<file path="config.mk">
export PLATFORM = sky130hd
export DESIGN_NAME = pl_preload_ctl
export DESIGN_NICKNAME = d
export VERILOG_FILES = /design/src/rtl/pl_preload_pkg.sv /design/src/rtl/pl_rd_fifo.sv /design/src/rtl/pl_preload_ctl.sv
export SDC_FILE = /design/constraint.sdc
export NUM_CORES = 1
export LEC_CHECK = 0
export BUFFER_PORTS_ARGS = -buffer_cell sky130_fd_sc_hd__buf_4
export CORE_AREA = 10 10 175 136
export DETAILED_ROUTE_END_ITERATION = 7
export DIE_AREA = 0 0 185 146
export PLACE_DENSITY = 0.66
export SYNTH_ARGS = -nofsm -noshare
export SYNTH_HDL_FRONTEND = slang
export SYNTH_SLANG_ARGS = --single-unit
export TNS_END_PERCENT = 20
</file>
<file path="constraint.sdc">
create_clock -name CLK_i -period 4.31 [get_ports CLK_i]
set_input_delay 0.2155 -clock CLK_i [delete_from_list [all_inputs] [get_ports CLK_i]]
set_output_delay 0.2155 -clock CLK_i [all_outputs]
set_load 0.005 [all_outputs]
</file>
<file path="src/rtl/pl_preload_pkg.sv">
// Shared types and field layout for the BRAM preload bus initiator.
// PL_ADDR carries {column, row, 2'b00, word}; opcodes match CMD_OP_i encoding.
package pl_preload_pkg;

    localparam int unsigned IdW     = 20;
    localparam int unsigned AddrW   = 10;
    localparam int unsigned DataW   = 18;
    localparam int unsigned PlAddrW = 32;

    localparam int unsigned ColMsb  = 31;
    localparam int unsigned ColLsb  = 22;
    localparam int unsigned RowMsb  = 21;
    localparam int unsigned RowLsb  = 12;
    localparam int unsigned WordMsb = 9;
    localparam int unsigned WordLsb = 0;

    typedef enum logic [1:0] {
        OpWrite = 2'b00,
        OpRead  = 2'b01,
        OpFill  = 2'b10,
        OpRsvd  = 2'b11
    } pl_op_e;

    typedef enum logic [2:0] {
        StIdle,
        StSetup,
        StXfer,
        StDrain,
        StTeardown
    } pl_state_e;

    function automatic logic [PlAddrW-1:0] pl_addr(input logic [IdW-1:0]   id,
                                                   input logic [AddrW-1:0] word);
        logic [PlAddrW-1:0] a;
        a                  = '0;
        a[ColMsb:ColLsb]   = id[19:10];
        a[RowMsb:RowLsb]   = id[9:0];
        a[WordMsb:WordLsb] = word;
        return a;
    endfunction

endpackage

</file>
<file path="src/rtl/pl_rd_fifo.sv">
// Synchronous FIFO for read-return data; count_o feeds the read-credit check.
// Depth must be a power of two so the pointers wrap naturally.
module pl_rd_fifo #(
    parameter int unsigned Depth = 4,
    parameter int unsigned Width = 18
) (
    input  logic                     clk_i,
    input  logic                     rst_ni,
    input  logic                     push_i,
    input  logic [Width-1:0]         data_i,
    output logic                     valid_o,
    input  logic                     ready_i,
    output logic [Width-1:0]         data_o,
    output logic [$clog2(Depth):0]   count_o
);

    localparam int unsigned PtrW = $clog2(Depth);
    localparam int unsigned CntW = PtrW + 1;

    logic [Width-1:0] mem_q [Depth];
    logic [PtrW-1:0]  wptr_q, rptr_q;
    logic [CntW-1:0]  count_q;
    logic             pop;

    assign valid_o = (count_q != '0);
    assign pop     = valid_o & ready_i;
    assign data_o  = mem_q[rptr_q];
    assign count_o = count_q;

    always_ff @(posedge clk_i) begin
        if (!rst_ni) begin
            wptr_q  <= '0;
            rptr_q  <= '0;
            count_q <= '0;
        end else begin
            if (push_i) wptr_q <= wptr_q + PtrW'(1);
            if (pop)    rptr_q <= rptr_q + PtrW'(1);
            count_q <= count_q + CntW'(push_i) - CntW'(pop);
        end
    end

    always_ff @(posedge clk_i) begin
        if (push_i) mem_q[wptr_q] <= data_i;
    end

endmodule

</file>
<file path="src/rtl/pl_preload_ctl.sv">
// Preload bus initiator: turns WRITE/READ/FILL block commands into PL_* bus cycles.
// PL_* outputs are registered from the current state, so they trail state_q by one cycle.
module pl_preload_ctl
    import pl_preload_pkg::*;
#(
    parameter int unsigned RD_LAT        = 1,
    parameter int unsigned RD_FIFO_DEPTH = 4
) (
    input  logic               CLK_i,
    input  logic               RESET_ni,
    input  logic               CMD_VALID_i,
    output logic               CMD_READY_o,
    input  logic [1:0]         CMD_OP_i,
    input  logic [IdW-1:0]     CMD_ID_i,
    input  logic [AddrW-1:0]   CMD_ADDR_i,
    input  logic [AddrW-1:0]   CMD_LEN_i,
    input  logic               WD_VALID_i,
    output logic               WD_READY_o,
    input  logic [DataW-1:0]   WD_DATA_i,
    output logic               RD_VALID_o,
    input  logic               RD_READY_i,
    output logic [DataW-1:0]   RD_DATA_o,
    output logic               PL_ENA_o,
    output logic               PL_INIT_o,
    output logic               PL_WEN_o,
    output logic               PL_REN_o,
    output logic [PlAddrW-1:0] PL_ADDR_o,
    output logic [DataW-1:0]   PL_DATA_o,
    input  logic [DataW-1:0]   PL_DATA_RD_i,
    output logic               BUSY_o,
    output logic               DONE_o,
    output logic               ERR_o
);

    localparam int unsigned CntW = $clog2(RD_FIFO_DEPTH) + 1;

    pl_state_e          state_q, state_d;
    pl_op_e             op_q, op_d, cmd_op;
    logic [IdW-1:0]     id_q, id_d;
    logic [AddrW-1:0]   addr_q, addr_d;
    logic [10:0]        rem_q, rem_d;
    logic [DataW-1:0]   fill_word_q, fill_word_d, wr_word;
    logic               fill_have_q, fill_have_d;
    logic               pl_ena_q, pl_ena_d, pl_init_q, pl_init_d;
    logic               pl_wen_q, pl_wen_d, pl_ren_q, pl_ren_d;
    logic [PlAddrW-1:0] pl_addr_q, pl_addr_d;
    logic [DataW-1:0]   pl_data_q, pl_data_d;
    logic               cmd_rdy_q, busy_q, busy_d, done_q, done_d, err_q;
    logic [RD_LAT-1:0]  rd_pipe_q, rd_pipe_d;
    logic [CntW-1:0]    inflight_q, inflight_d, fifo_cnt;
    logic [CntW:0]      credit_used;
    logic               accept, illegal, cmd_take, is_fill, last;
    logic               wr_strobe, rd_strobe, credit_ok, fifo_push;

    assign cmd_op   = pl_op_e'(CMD_OP_i);
    assign accept   = CMD_VALID_i & cmd_rdy_q & (state_q == StIdle);
    // A read must address exactly one RAM; zero column or row would be a wildcard.
    assign illegal  = (cmd_op == OpRsvd) ||
                      ((cmd_op == OpRead) && ((CMD_ID_i[19:10] == '0) || (CMD_ID_i[9:0] == '0)));
    assign cmd_take = accept & ~illegal;
    assign is_fill  = (op_q == OpFill);
    assign last     = (rem_q == 11'd1);

    assign WD_READY_o = (state_q == StXfer) &&
                        ((op_q == OpWrite) || (is_fill && !fill_have_q));
    assign wr_strobe  = (state_q == StXfer) &&
                        (((op_q == OpWrite) && WD_VALID_i) ||
                         (is_fill && (fill_have_q || WD_VALID_i)));
    assign wr_word    = (is_fill && fill_have_q) ? fill_word_q : WD_DATA_i;

    assign credit_used = {1'b0, fifo_cnt} + {1'b0, inflight_q};
    assign credit_ok   = credit_used < (CntW + 1)'(RD_FIFO_DEPTH);
    assign rd_strobe   = (state_q == StXfer) && (op_q == OpRead) && credit_ok;
    assign fifo_push   = rd_pipe_q[RD_LAT-1];

    always_ff @(posedge CLK_i) begin
        if (!RESET_ni) state_q <= StIdle;
        else           state_q <= state_d;
    end

    always_comb begin
        state_d = state_q;
        unique case (state_q)
            StIdle:     if (cmd_take) state_d = StSetup;
            StSetup:    state_d = StXfer;
            StXfer:     if ((wr_strobe || rd_strobe) && last)
                            state_d = (op_q == OpRead) ? StDrain : StTeardown;
            StDrain:    if (inflight_q == '0) state_d = StTeardown;
            StTeardown: state_d = StIdle;
            default:    state_d = StIdle;
        endcase
    end

    always_comb begin
        pl_ena_d    = 1'b0;
        pl_init_d   = 1'b0;
        pl_wen_d    = 1'b0;
        pl_ren_d    = 1'b0;
        pl_addr_d   = pl_addr_q;
        pl_data_d   = pl_data_q;
        op_d        = op_q;
        id_d        = id_q;
        addr_d      = addr_q;
        rem_d       = rem_q;
        fill_word_d = fill_word_q;
        fill_have_d = fill_have_q;
        unique case (state_q)
            StIdle: begin
                pl_addr_d = '0;
                pl_data_d = '0;
                if (cmd_take) begin
                    op_d        = cmd_op;
                    id_d        = CMD_ID_i;
                    addr_d      = CMD_ADDR_i;
                    rem_d       = 11'(CMD_LEN_i) + 11'd1;
                    fill_have_d = 1'b0;
                end
            end
            StSetup: begin
                pl_ena_d  = 1'b1;
                pl_init_d = is_fill;
                pl_addr_d = pl_addr(id_q, addr_q);
            end
            StXfer: begin
                pl_ena_d  = 1'b1;
                pl_init_d = is_fill;
                if (wr_strobe || rd_strobe) begin
                    pl_wen_d  = wr_strobe;
                    pl_ren_d  = rd_strobe;
                    pl_addr_d = pl_addr(id_q, addr_q);
                    addr_d    = addr_q + AddrW'(1);
                    rem_d     = rem_q - 11'd1;
                end
                if (wr_strobe) pl_data_d = wr_word;
                if (wr_strobe && is_fill && !fill_have_q) begin
                    fill_word_d = WD_DATA_i;
                    fill_have_d = 1'b1;
                end
            end
            StDrain, StTeardown: begin
                pl_ena_d  = 1'b1;
                pl_init_d = is_fill;
            end
            default: ;
        endcase

        rd_pipe_d    = rd_pipe_q << 1;
        rd_pipe_d[0] = pl_ren_q;
        inflight_d   = inflight_q + CntW'(rd_strobe) - CntW'(fifo_push);

        // Completion is flagged when the registered enable actually falls.
        done_d = pl_ena_q & ~pl_ena_d;
        busy_d = busy_q;
        if (done_d)   busy_d = 1'b0;
        if (cmd_take) busy_d = 1'b1;
    end

    always_ff @(posedge CLK_i) begin
        if (!RESET_ni) begin
            op_q        <= OpWrite;
            id_q        <= '0;
            addr_q      <= '0;
            rem_q       <= '0;
            fill_word_q <= '0;
            fill_have_q <= 1'b0;
            pl_ena_q    <= 1'b0;
            pl_init_q   <= 1'b0;
            pl_wen_q    <= 1'b0;
            pl_ren_q    <= 1'b0;
            pl_addr_q   <= '0;
            pl_data_q   <= '0;
            cmd_rdy_q   <= 1'b0;
            busy_q      <= 1'b0;
            done_q      <= 1'b0;
            err_q       <= 1'b0;
            rd_pipe_q   <= '0;
            inflight_q  <= '0;
        end else begin
            op_q        <= op_d;
            id_q        <= id_d;
            addr_q      <= addr_d;
            rem_q       <= rem_d;
            fill_word_q <= fill_word_d;
            fill_have_q <= fill_have_d;
            pl_ena_q    <= pl_ena_d;
            pl_init_q   <= pl_init_d;
            pl_wen_q    <= pl_wen_d;
            pl_ren_q    <= pl_ren_d;
            pl_addr_q   <= pl_addr_d;
            pl_data_q   <= pl_data_d;
            cmd_rdy_q   <= (state_d == StIdle);
            busy_q      <= busy_d;
            done_q      <= done_d;
            err_q       <= accept & illegal;
            rd_pipe_q   <= rd_pipe_d;
            inflight_q  <= inflight_d;
        end
    end

    pl_rd_fifo #(
        .Depth (RD_FIFO_DEPTH),
        .Width (DataW)
    ) u_rd_fifo (
        .clk_i   (CLK_i),
        .rst_ni  (RESET_ni),
        .push_i  (fifo_push),
        .data_i  (PL_DATA_RD_i),
        .valid_o (RD_VALID_o),
        .ready_i (RD_READY_i),
        .data_o  (RD_DATA_o),
        .count_o (fifo_cnt)
    );

    assign CMD_READY_o = cmd_rdy_q;
    assign PL_ENA_o    = pl_ena_q;
    assign PL_INIT_o   = pl_init_q;
    assign PL_WEN_o    = pl_wen_q;
    assign PL_REN_o    = pl_ren_q;
    assign PL_ADDR_o   = pl_addr_q;
    assign PL_DATA_o   = pl_data_q;
    assign BUSY_o      = busy_q;
    assign DONE_o      = done_q;
    assign ERR_o       = err_q;

endmodule

</file>
==> results by group, run 1 <==
Setup path
  – Startpoint types: flop
  – Critical path's slowest cell: dfxtp_1
  – Worst reg2reg path depth: 11
  – Internal reg-to-reg setup slack: 1.45 ns
  – Worst reg2reg startpoint: state_q[1]
  – FF-to-FF End: inflight_q[2]
  – Crit path kind: reg -> reg
  – Crit end category: flop
  – Crit-path cells: nor3b_2 -> buf_4 -> and4_1 -> inv_1 -> ha_1 -> inv_1 -> ha_1 -> fa_1 -> xnor2_1 -> xnor2_1 -> nor2_1
  – Worst path max stage delay: 0.49 ns
  – CP Max Fanout: 21
  – WP data required: 4.66 ns
  – Worst Path Arrival: 3.21 ns

Drt
  – DRT iter0 DRCs: 394
  – First-pass DRT Iterations: 5
  – DRC viols: 0
  – DR vias/cell: 5.10
  – WL final: 22.1 mm
  – Vias: 6721
  – DRT antenna net count: 0
  – Routed wire per std cell: 16.8 um

Floorplanning
  – Core Area: 0.0206 mm2
  – # rows: 46
  – Die area: 0.0270 mm2
  – Die Width: 185 um
  – Die H: 146 um
  – # IOs: 161
  – Starting Density: 0.435

Placed design
  – Post-DP HPWL: 14.5 mm
  – Gpl congestion: 0.831
  – IO Port Bufs: 158
  – Cell area after placement: 0.0103 mm2

CTS
  – Clk root buf: clkbuf_16
  – Worst skew pair latency: 0.50 ns
  – Clock Tree Buf Depth: 3
  – TritonCTS Buffers: 22
  – Clock Sinks: 206
  – Post-cts sizing count: 0
  – H-tree levels: 1
  – CTS tree: done
  – Clk pin slew, worst setup/hold paths: 0.06 ns

Yosys
  – Syn Area/Cell: 10.6 um2
  – Top cell type's share of synthesized area: 0.299
  – Synth Area in XOR/XNOR: 0.0166
  – Async set or reset register ratio after synthesis: 0
  – Proportion of synthesized area in mux cells: 0.142
  – Post-Synth Simple-Gate Area: 0.167
  – Top FF cell, synth: dfxtp_1
  – Largest family of logic cells by synthesized area: simple AND/OR/NAND/NOR gates
  – Leading area contributor after synthesis: dfxtp_1
  – Sequential area share after synthesis: 0.540
  – Top cells by area, synth: dfxtp_1 30%, edfxtp_1 24%, mux2i_1 9.7%, nand2_1 5.0%, mux4_2 4.5%
  – Yosys warning count: 0
  – Post-synth EDFFs: 72
  – Synth Area in Compound Gates: 0.0728
  – Netlist cell types: 52
  – Synthesized instance count: 847
  – Post-Synth Adder-Cell Area: 0.0240
  – Most common cell in the netlist: dfxtp_1
  – Cell Area, Synth: 0.00897 mm2
  – Synth cell count leaders: 134 x dfxtp_1, 119 x nand2_1, 100 x nor2_1, 87 x mux2i_1, 72 x edfxtp_1
  – FF+latch count, synth: 206

Power
  – PD cells: 414 mW/mm2
  – Peak supply drop: 0.217 mV
  – Pleak: 4.48 nW
  – Power, Total: 0.00481 W

Status
  – Status: complete, no violations

Layout
  – Multi-input gate area: 0.00382 mm2
  – Post-layout util: 0.564
  – Share of cells above drive strength 1: 0.221
  – Final non-filler cell area: 0.0116 mm2
  – Layout area overhead: 29.6%
  – Fin nets: 1138
  – Storage element area: 0.00484 mm2
  – Antenna cells: 0
  – Fillers: 1776

STA
  – Final period util: 0.664
  – Fmax: 349 MHz
  – Final Hold Viols: 0
  – Final Max Slew Viols: 0
  – Fin crit period: 2.86 ns
  – Setup Total Neg Slack: 0 ns
  – Layout Skew: 0.0175 ns
  – Worst Tran Pin Value: 1.12 ns
  – Hold_ws: 0.0321 ns
  – # setup viols final: 0
  – RSZ-0062 raised after global routing: no
  – Slew headroom: 0.249

Global routing
  – Largest net degree at the start of global routing: 81
  – Vias in the first global route: 6777
  – Gr ovfl total: 0
  – GR Util All Layers: 0.160
  – Initial antenna violation count: 0
  – First-pass GRT wire length: 35.7 mm

Worst hold path
  – Hold/Removal Path Class: in -> reg
  – Hold EP: op_q[1]
  – Hold wc startpoint: CMD_OP_i[1]
  – Worst Hold Path Cells: 3

Job
  – Max_cap viols: 0
==> area by class of cell <==
class / count / share of cell area
clock buffer: 31 / 0.0547
timing repair buffer: 225 / 0.158
multi-input combinational: 568 / 0.329
clock inverter: 8 / 0.00914
inverter: 16 / 0.00516
tap: 264 / 0.0284
sequential: 206 / 0.417
==> where the power goes <==
group          internal, W  switching [W]  total [W]
sequential         0.00207      0.0000611    0.00213
combinational     0.000408       0.000348   0.000757
clock              0.00116       0.000771    0.00193
total              0.00363        0.00118    0.00481
==> critical path, delay by kind of cell (launching register included) <==
family | cells | cell delay, ns
xor+xnor | 2 | 0.31
fa+ha+maj | 3 | 0.84
buf+inv | 3 | 0.41
flops | 1 | 0.49
simple gates | 3 | 0.65
==> layer usage <==
metal,track usage,part of all wire,vias up
met5,0,0,-
met4,0.0312,0.013,0
met3,0.0372,0.064,25
met2,0.241,0.43,188
met1,0.228,0.49,3150
li1,-,-,3358
==> how the worst max path moves through the flow <==
stage / startpoint / end / slack [ns]
final: state_q[1] / inflight_q[2] / 1.45
after global routing: state_q[1] / inflight_q[2] / 1.27
after CTS: state_q[1] / inflight_q[2] / 1.45
after detailed placement: state_q[1] / inflight_q[2] / 1.49
after global placement: state_q[1] / inflight_q[2] / 1.53
after floorplan: state_q[1] / inflight_q[2] / 1.89
==> cells by family after synthesis <==
family | after synthesis
and+or+nand+nor | 326
DFF | 206
muxes | 105
AOI/OAI and AO/OA | 102
buffers and inverters | 74
xor gates and xnor gates | 17
adders and majority gates | 16
other | 1
==> flip-flops by register name, summed over array words and instances (netlist names), 2 cells and up, named ones only <==
register           flops
id_q                  20
u_rd_fifo.wptr_q       2
addr_q                10
fill_word_q           18
op_q                   2
rem_q                 11
u_rd_fifo.mem_q       72
u_rd_fifo.rptr_q       2
PL_DATA_o             18
PL_ADDR_o             30
inflight_q             3
state_q                3
u_rd_fifo.count_o      3
==> what timing repair did <==
item | 4_1_cts | 5_1_grt
setup endpoints to repair | 0 | 0
endpoints found under the hold margin | 111 | 0
hold buffers | 57 | 0
buffers inserted | 0 | 0
==> cell usage in the layout (no fill, tap or decap), types with 3 or more instances in the layout <==
cell type and count:
buf_4 168, dfxtp_1 134, nand2_1 119, nor2_1 100, mux2i_1 87, edfxtp_1 72, dlygate4sd3_1 57, a21oi_1 45
and2_1 39, clkbuf_16 23, mux4_2 18, inv_1 15, ha_1 14, nor3_1 13, nand3_1 13, nor4_1 11
xnor2_1 9, o21ai_0 9, o32ai_1 9, xor2_1 8, a22oi_1 7, nand4_1 6, and3_1 6, o22ai_1 6
clkbuf_1 5, o221a_2 4, o21a_1 4, and4_1 3, o31ai_1 3, a31oi_1 3, clkinv_2 3, clkbuf_8 3
==> per-stage QoR <==
step / cells / setup WS, ns
floorplan: 848 / 1.89
global placement: 1222 / 1.53
detailed placement: 1222 / 1.49
CTS: 1318 / 1.45
global route: 1318 / 1.27
finish: 1318 / 1.45
Power figures use the tool's default switching activity.
==> inputs of run 2 (changes only) <==
- clock period: 4.31 -> 3 ns (I/O delays scaled with it)
==> run 2 against run 1 <==
- non-clock buffer count increased by 11
- clock skew decreased by 0.0018 ns
- routed wire length increased by 1.0%
- register-to-register slack got worse by 1.1 ns
- largest power group unchanged
- die area unchanged
- hold slack got worse by 0.0086 ns
- largest cell class unchanged
==> results by group, run 2 (synthesized netlist as in run 1, its figures left out) <==
Status
  – Status: complete, no violations (unchanged)

Setup path
  – Crit path from: u_rd_fifo.count_o[1] (was state_q[1])
  – Worst Path Arrival: 3.01 ns (was 3.21 ns)
  – Crit-path cells: ha_1 -> nand3_1 -> and4_1 -> inv_1 -> ha_1 -> inv_1 -> ha_1 -> fa_1 -> xnor2_1 -> xnor2_1 -> nor2_1 (was nor3b_2 -> buf_4 -> and4_1 -> inv_1 -> ha_1 -> inv_1 -> ha_1 -> fa_1 -> xnor2_1 -> xnor2_1 -> nor2_1)
  – CP Max Fanout: 5 (was 21)
  – Crit path kind: reg -> reg (unchanged)
  – Startpoint types: flop (unchanged)
  – Crit-path most repeated cell: ha_1
  – Delay-heaviest family, CP: adder cells (unchanged)
  – Crit path buf inv count: 2 (was 3)
  – Crit end category: flop (unchanged)
  – Worst reg2reg startpoint: u_rd_fifo.count_o[1] (was state_q[1])
  – Critical path's slowest cell: dfxtp_1 (unchanged)
  – WP data required: 3.37 ns (was 4.66 ns)
  – Worst path max stage delay: 0.42 ns (was 0.49 ns)
  – Internal reg-to-reg setup slack: 0.36 ns (was 1.45 ns)

STA
  – Final Hold Viols: 0 (unchanged)
  – Final Max Slew Viols: 0 (unchanged)
  – Final period util: 0.881 (was 0.664)
  – Layout Skew: 0.0157 ns (was 0.0175 ns)
  – Fin crit period: 2.64 ns (was 2.86 ns)
  – Worst Slack Setup Final: 0.358 ns (was 1.45 ns)
  – Fmax: 378 MHz (was 349 MHz)
  – Worst Tran Pin Value: 0.986 ns (was 1.12 ns)
  – RSZ-0062 raised after global routing: no (unchanged)
  – Setup Total Neg Slack: 0 ns (unchanged)
  – Slew headroom: 0.342 (was 0.249)
  – # setup viols final: 0 (unchanged)

Layout
  – Most common cell after layout, fill and taps aside: buf_4 (unchanged)
  – Fin nets: 1149 (was 1138)
  – Commonest non-fill, non-tap cells in the layout: 175 x buf_4, 134 x dfxtp_1, 119 x nand2_1, 100 x nor2_1, 87 x mux2i_1 (was 168 x buf_4, 134 x dfxtp_1, 119 x nand2_1, 100 x nor2_1, 87 x mux2i_1)
  – Antenna cells: 0 (unchanged)
  – Share of cells above drive strength 1: 0.220 (was 0.221)
  – Max reg flops: 72 (unchanged)
  – Post-layout util: 0.568 (was 0.564)
  – Largest reg by FF count: u_rd_fifo.mem_q (unchanged)
  – Layout area overhead: 30.5% (was 29.6%)

Power
  – Pleak: 4.52 nW (was 4.48 nW)
  – PD cells: 591 mW/mm2 (was 414 mW/mm2)
  – Pint: 0.00523 W (was 0.00363 W)
  – Sw Share: 0.244 (was 0.245)
  – Power share of the combinational group: 0.160 (was 0.157)
  – Peak supply drop: 0.455 mV (was 0.217 mV)
  – Sequential share of power: 0.442 (was 0.443)
  – Net switching power: 0.00169 W (was 0.00118 W)
  – Clk network pwr share: 0.398 (was 0.400)

Placed design
  – Setup slack at placement: 0.366 ns (was 1.49 ns)
  – Gpl congestion: 0.818 (was 0.831)
  – IO Port Bufs: 158 (unchanged)
  – Post-DP HPWL: 14.5 mm (about the same)

Drt
  – WL final: 22.4 mm (was 22.1 mm)
  – DRC viols: 0 (unchanged)
  – Vias: 6801 (was 6721)
  – DRT iter0 DRCs: 345 (was 394)
  – DR vias/cell: 5.11 (was 5.10)
  – First-pass DRT Iterations: 5 (unchanged)
  – DRT antenna net count: 0 (unchanged)
  – Routed wire per std cell: 16.8 um (about the same)

CTS
  – CTS tree: done (unchanged)
  – Post-CTS Setup Repair Bufs: 0 (unchanged)
  – Clk root buf: clkbuf_16 (unchanged)
  – Worst skew pair latency: 0.50 ns (about the same)
  – Clock Sinks: 206 (unchanged)
  – Clk pin slew, worst setup/hold paths: 0.06 ns (about the same)
  – H-tree levels: 1 (unchanged)
  – TritonCTS Buffers: 22 (unchanged)
  – Clock Tree Buf Depth: 3 (unchanged)

Floorplanning
  – # rows: 46 (unchanged)
  – Starting Density: 0.435 (unchanged)
  – Die Width: 185 um (unchanged)
  – Die area: 0.0270 mm2 (unchanged)
  – # IOs: 161 (unchanged)
  – Die H: 146 um (unchanged)
  – Core Area: 0.0206 mm2 (unchanged)

Global routing
  – Vias in the first global route: 6860 (was 6777)
  – GR Util All Layers: 0.162 (was 0.160)
  – Largest net degree at the start of global routing: 80 (was 81)
  – First-pass GRT wire length: 36.3 mm (was 35.7 mm)
  – Initial antenna violation count: 0 (unchanged)
  – Gr ovfl total: 0 (unchanged)

Worst hold path
  – Hold/Removal Path Class: in -> reg (unchanged)
  – Hold wc startpoint: CMD_ADDR_i[6] (was CMD_OP_i[1])

Job
  – Max_cap viols: 0 (unchanged)
## run 2: cell count changes in the layout (fill, tap and decap cells not counted)
cell and change:
buf_4 +7, inv_4 -1, clkinv_2 -2, clkinv_1 +5, bufinv_16 +1, clkbuf_1 +1, clkbuf_16 -1, inv_6 -1
clkbuf_8 -1, dlygate4sd3_1 +4
## run 2: layout make-up
cell class / instances / area [um2]
clock buffer: 30 / 601
timing repair buffer: 236 / 1920
inverter: 16 / 60.1
tap: 264 / 330
fill: 1789 / 8890
clock inverter: 10 / 130
multi-input combinational: 568 / 3820
sequential: 206 / 4840
## run 2: metrics by stage
step	std cells	hold slack, ns	cell area, um2	total power [W]
floorplan	848	0.249	8970	0.00374
global placement	1229	0.356	10400	0.00416
detailed placement	1229	0.354	10400	0.00417
CTS	1330	0.00668	11700	0.00700
global route	1330	0.0194	11700	0.00722
finish	1330	0.0235	11700	0.00692
## run 2: repair_timing
action | 4_1_cts | 5_1_grt
gates resized for setup | 0 | 0
hold buffers | 61 | 0
endpoints found under the hold margin | 115 | 0
## run 2: worst paths after layout
check,endpoint,cells past startpoint
max reg2reg,inflight_q[2],11
min reg2reg,id_q[14],2
max,inflight_q[2],11
min,addr_q[6],3
## run 2: worst register-to-register path, stage by stage, from the launching register on
cell     delay (ns)
dfxtp_1        0.42
ha_1           0.27
nand3_1        0.08
and4_1         0.38
inv_1          0.11
ha_1           0.29
inv_1          0.04
ha_1           0.18
fa_1           0.39
xnor2_1        0.18
xnor2_1        0.14
nor2_1         0.05
## run 2: metal layers
| metal | share of wire | track usage | vias to the layer above |
|---|---|---|---|
| li1 | - | - | 3392 |
| met5 | 0 | 0 | - |
| met2 | 0.44 | 0.252 | 179 |
| met4 | 0.017 | 0.0328 | 0 |
| met3 | 0.068 | 0.0404 | 27 |
| met1 | 0.48 | 0.222 | 3203 |
## run 2: power groups by stage
| stage | clock network [W] | logic, W | registers (W) |
|---|---|---|---|
| finish | 0.00276 | 0.00110 | 0.00306 |
| global placement | 0 | 0.00104 | 0.00312 |
| CTS | 0.00282 | 0.00112 | 0.00306 |
| floorplan | 0 | 0.000656 | 0.00308 |
| detailed placement | 0 | 0.00105 | 0.00312 |
| global route | 0.00293 | 0.00122 | 0.00307 |
==> inputs of run 3 (changes only) <==
- ABC_AREA: not set -> 1
- CORE_AREA: 10 10 175 136 -> 10 10 173 135
- DIE_AREA: 0 0 185 146 -> 0 0 183 145
==> run 3 against run 2 <==
- clock skew hardly changed
- utilization is 0.76 points higher
- routed wire length is 5.4% higher
- non-clock buffer count is 3 lower
- first-iteration DRC count is 56% higher
- register-to-register slack better by 0.27 ns
- critical path depth is 7 lower
==> results by group, run 3 <==
Status
  – Status: complete, no violations (unchanged)

Setup path
  – WP data required: 2.85 ns (was 3.37 ns)
  – Crit end category: output pin (was flop)
  – Internal reg-to-reg setup slack: 0.63 ns (was 0.36 ns)
  – CP Max Fanout: 36 (was 5)
  – Worst Path Arrival: 2.37 ns (was 3.01 ns)
  – Crit path kind: reg -> out (was reg -> reg)
  – Startpoint types: flop (unchanged)

Worst hold path
  – Hold/Removal Path Class: in -> reg (unchanged)

Drt
  – WL final: 23.6 mm (was 22.4 mm)
  – Routed wire per std cell: 15.5 um (was 16.8 um)
  – First-pass DRT Iterations: 6 (was 5)
  – DRT iter0 DRCs: 537 (was 345)
  – DR vias/cell: 5.08 (was 5.11)
  – DRC viols: 0 (unchanged)
  – Vias: 7704 (was 6801)
  – DRT antenna net count: 0 (unchanged)

CTS
  – Post-CTS Setup Repair Bufs: 0 (unchanged)
  – Clock Tree Buf Depth: 3 (unchanged)
  – TritonCTS Buffers: 22 (unchanged)
  – CTS tree: done (unchanged)
  – Post-cts sizing count: 0 (unchanged)
  – Clk pin slew, worst setup/hold paths: 0.06 ns (about the same)
  – Worst skew pair latency: 0.50 ns (about the same)
  – H-tree levels: 1 (unchanged)
  – Clk root buf: clkbuf_16 (unchanged)
  – Clock Sinks: 206 (unchanged)

Yosys
  – Leading area contributor after synthesis: dfxtp_1 (unchanged)
  – Syn Area/Cell: 8.42 um2 (was 10.6 um2)
  – Post-synth EDFFs: 72 (unchanged)
  – Synth cell count leaders: 191 x nor2_1, 153 x nand2_1, 134 x dfxtp_1, 132 x o21ai_0, 84 x a21oi_1 (was 134 x dfxtp_1, 119 x nand2_1, 100 x nor2_1, 87 x mux2i_1, 72 x edfxtp_1)
  – Synthesized instance count: 1046 (was 847)
  – Most common cell in the netlist: nor2_1 (was dfxtp_1)
  – Top FF cell, synth: dfxtp_1 (unchanged)
  – Sequential area share after synthesis: 0.550 (was 0.540)
  – Netlist cell types: 43 (was 52)
  – Cell Area, Synth: 0.00881 mm2 (was 0.00897 mm2)
  – Top cells by area, synth: dfxtp_1 30%, edfxtp_1 25%, nor2_1 8.1%, o21ai_0 7.5%, nand2_1 6.5% (was dfxtp_1 30%, edfxtp_1 24%, mux2i_1 9.7%, nand2_1 5.0%, mux4_2 4.5%)
  – Async set or reset register ratio after synthesis: 0 (unchanged)
  – Yosys warning count: 0 (unchanged)
  – FF+latch count, synth: 206 (unchanged)
  – Top cell type's share of synthesized area: 0.304 (was 0.299)

Floorplanning
  – # IOs: 161 (unchanged)
  – Core Area: 0.0199 mm2 (was 0.0206 mm2)
  – Die area: 0.0265 mm2 (was 0.0270 mm2)
  – Die Width: 183 um (was 185 um)
  – # rows: 45 (was 46)
  – Die H: 145 um (was 146 um)
  – Starting Density: 0.442 (was 0.435)

STA
  – Fmax: 397 MHz (was 378 MHz)
  – Slew headroom: 0.350 (was 0.342)
  – Final period util: 0.839 (was 0.881)
  – Setup Total Neg Slack: 0 ns (unchanged)
  – Final Max Slew Viols: 0 (unchanged)
  – Layout Skew: 0.0157 ns (about the same)
  – RSZ-0062 raised after global routing: no (unchanged)
  – # setup viols final: 0 (unchanged)
  – Worst Tran Pin Value: 0.969 ns (was 0.986 ns)
  – Fin crit period: 2.52 ns (was 2.64 ns)
  – Final Hold Viols: 0 (unchanged)
  – Worst Slack Setup Final: 0.483 ns (was 0.358 ns)

Placed design
  – Gpl congestion: 0.812 (was 0.818)
  – Setup slack at placement: 0.646 ns (was 0.366 ns)
  – Post-DP HPWL: 15.2 mm (was 14.5 mm)
  – IO Port Bufs: 158 (unchanged)

Layout
  – Commonest non-fill, non-tap cells in the layout: 191 x nor2_1, 173 x buf_4, 153 x nand2_1, 134 x dfxtp_1, 132 x o21ai_0 (was 175 x buf_4, 134 x dfxtp_1, 119 x nand2_1, 100 x nor2_1, 87 x mux2i_1)
  – Max reg flops: 72 (unchanged)
  – Layout area overhead: 30.3% (was 30.5%)
  – Share of cells above drive strength 1: 0.179 (was 0.220)
  – Most common cell after layout, fill and taps aside: nor2_1 (was buf_4)
  – Fillers: 1805 (was 1789)
  – Fin nets: 1342 (was 1149)
  – Multi-input gate area: 0.00345 mm2 (was 0.00382 mm2)
  – Storage element area: 0.00484 mm2 (unchanged)
  – Largest reg by FF count: u_rd_fifo.mem_q (unchanged)

Global routing
  – GR Util All Layers: 0.170 (was 0.162)
  – Initial antenna violation count: 1 (was 0)
  – First-pass GRT wire length: 38.1 mm (was 36.3 mm)
  – Gr ovfl total: 0 (unchanged)
  – Vias in the first global route: 7151 (was 6860)
  – Largest net degree at the start of global routing: 98 (was 80)

Power
  – Power, Total: 0.00700 W (was 0.00692 W)
  – Peak supply drop: 0.336 mV (was 0.455 mV)
  – Pleak: 4.75 nW (was 4.52 nW)
  – PD cells: 609 mW/mm2 (was 591 mW/mm2)

Job
  – Max_cap viols: 0 (unchanged)
==> run 3: power by group <==
group / internal (W) / switching [W]
Clock: 0.00160 / 0.00111
Sequential: 0.00300 / 0.0000813
Combinational: 0.000537 / 0.000668
==> run 3: stage by stage <==
stage | utilization | cells | hold slack (ns) | instance area, um2
floorplan | - | 1047 | 0.249 | 8810
global placement | 0.509 | 1417 | 0.354 | 10100
detailed placement | 0.509 | 1417 | 0.353 | 10100
CTS | 0.576 | 1516 | 0.000392 | 11500
global route | 0.576 | 1517 | 0.0250 | 11500
finish | 0.576 | 1517 | 0.0232 | 11500
==> run 3: cell type report <==
class / count / area share
inverters: 61 / 0.0199
clock inverters: 13 / 0.0117
multi-input cells: 719 / 0.301
diodes: 1 / 0.000218
clock buffers: 26 / 0.0520
flip-flops and latches: 206 / 0.422
repair buffers: 233 / 0.165
well taps: 258 / 0.0281
==> run 3: final timing paths <==
check,start,to,cells past startpoint
setup / recovery,flop,RD_DATA_o[12],4
hold / removal,RD_READY_i,u_rd_fifo.rptr_q[0],4
setup reg to reg,state_q[1],inflight_q[2],9
hold reg to reg,PL_REN_o,fifo_push,2
==> run 3: cells by family after synthesis <==
kind of cell    count (synthesis)  share of synthesized area
compound gates                274                      0.162
xor+xnor                       10                    0.00994
fa+ha+maj                      16                     0.0244
buf+inv                       122                     0.0588
flops                         206                      0.550
other cells                     1                   0.000426
simple gates                  417                      0.195
==> run 3: timing repair <==
action	in CTS	in global routing
hold buffers	60	0
setup endpoints to repair	0	0
hold endpoints to repair	115	0
==> run 3: per-layer routing <==
layer | GRT usage | share of wire | vias up
met5 | 0 | 0 | -
met4 | 0.0380 | 0.018 | 0
met3 | 0.0438 | 0.067 | 25
met2 | 0.260 | 0.44 | 216
met1 | 0.235 | 0.47 | 3564
li1 | - | - | 3899
==> run 3: worst max-delay path, cell delays in order (launching register included) <==
cell	delay, ns
dfxtp_1	0.33
clkinv_1	0.75
o21ai_0	0.52
o22ai_1	0.12
buf_4	0.16
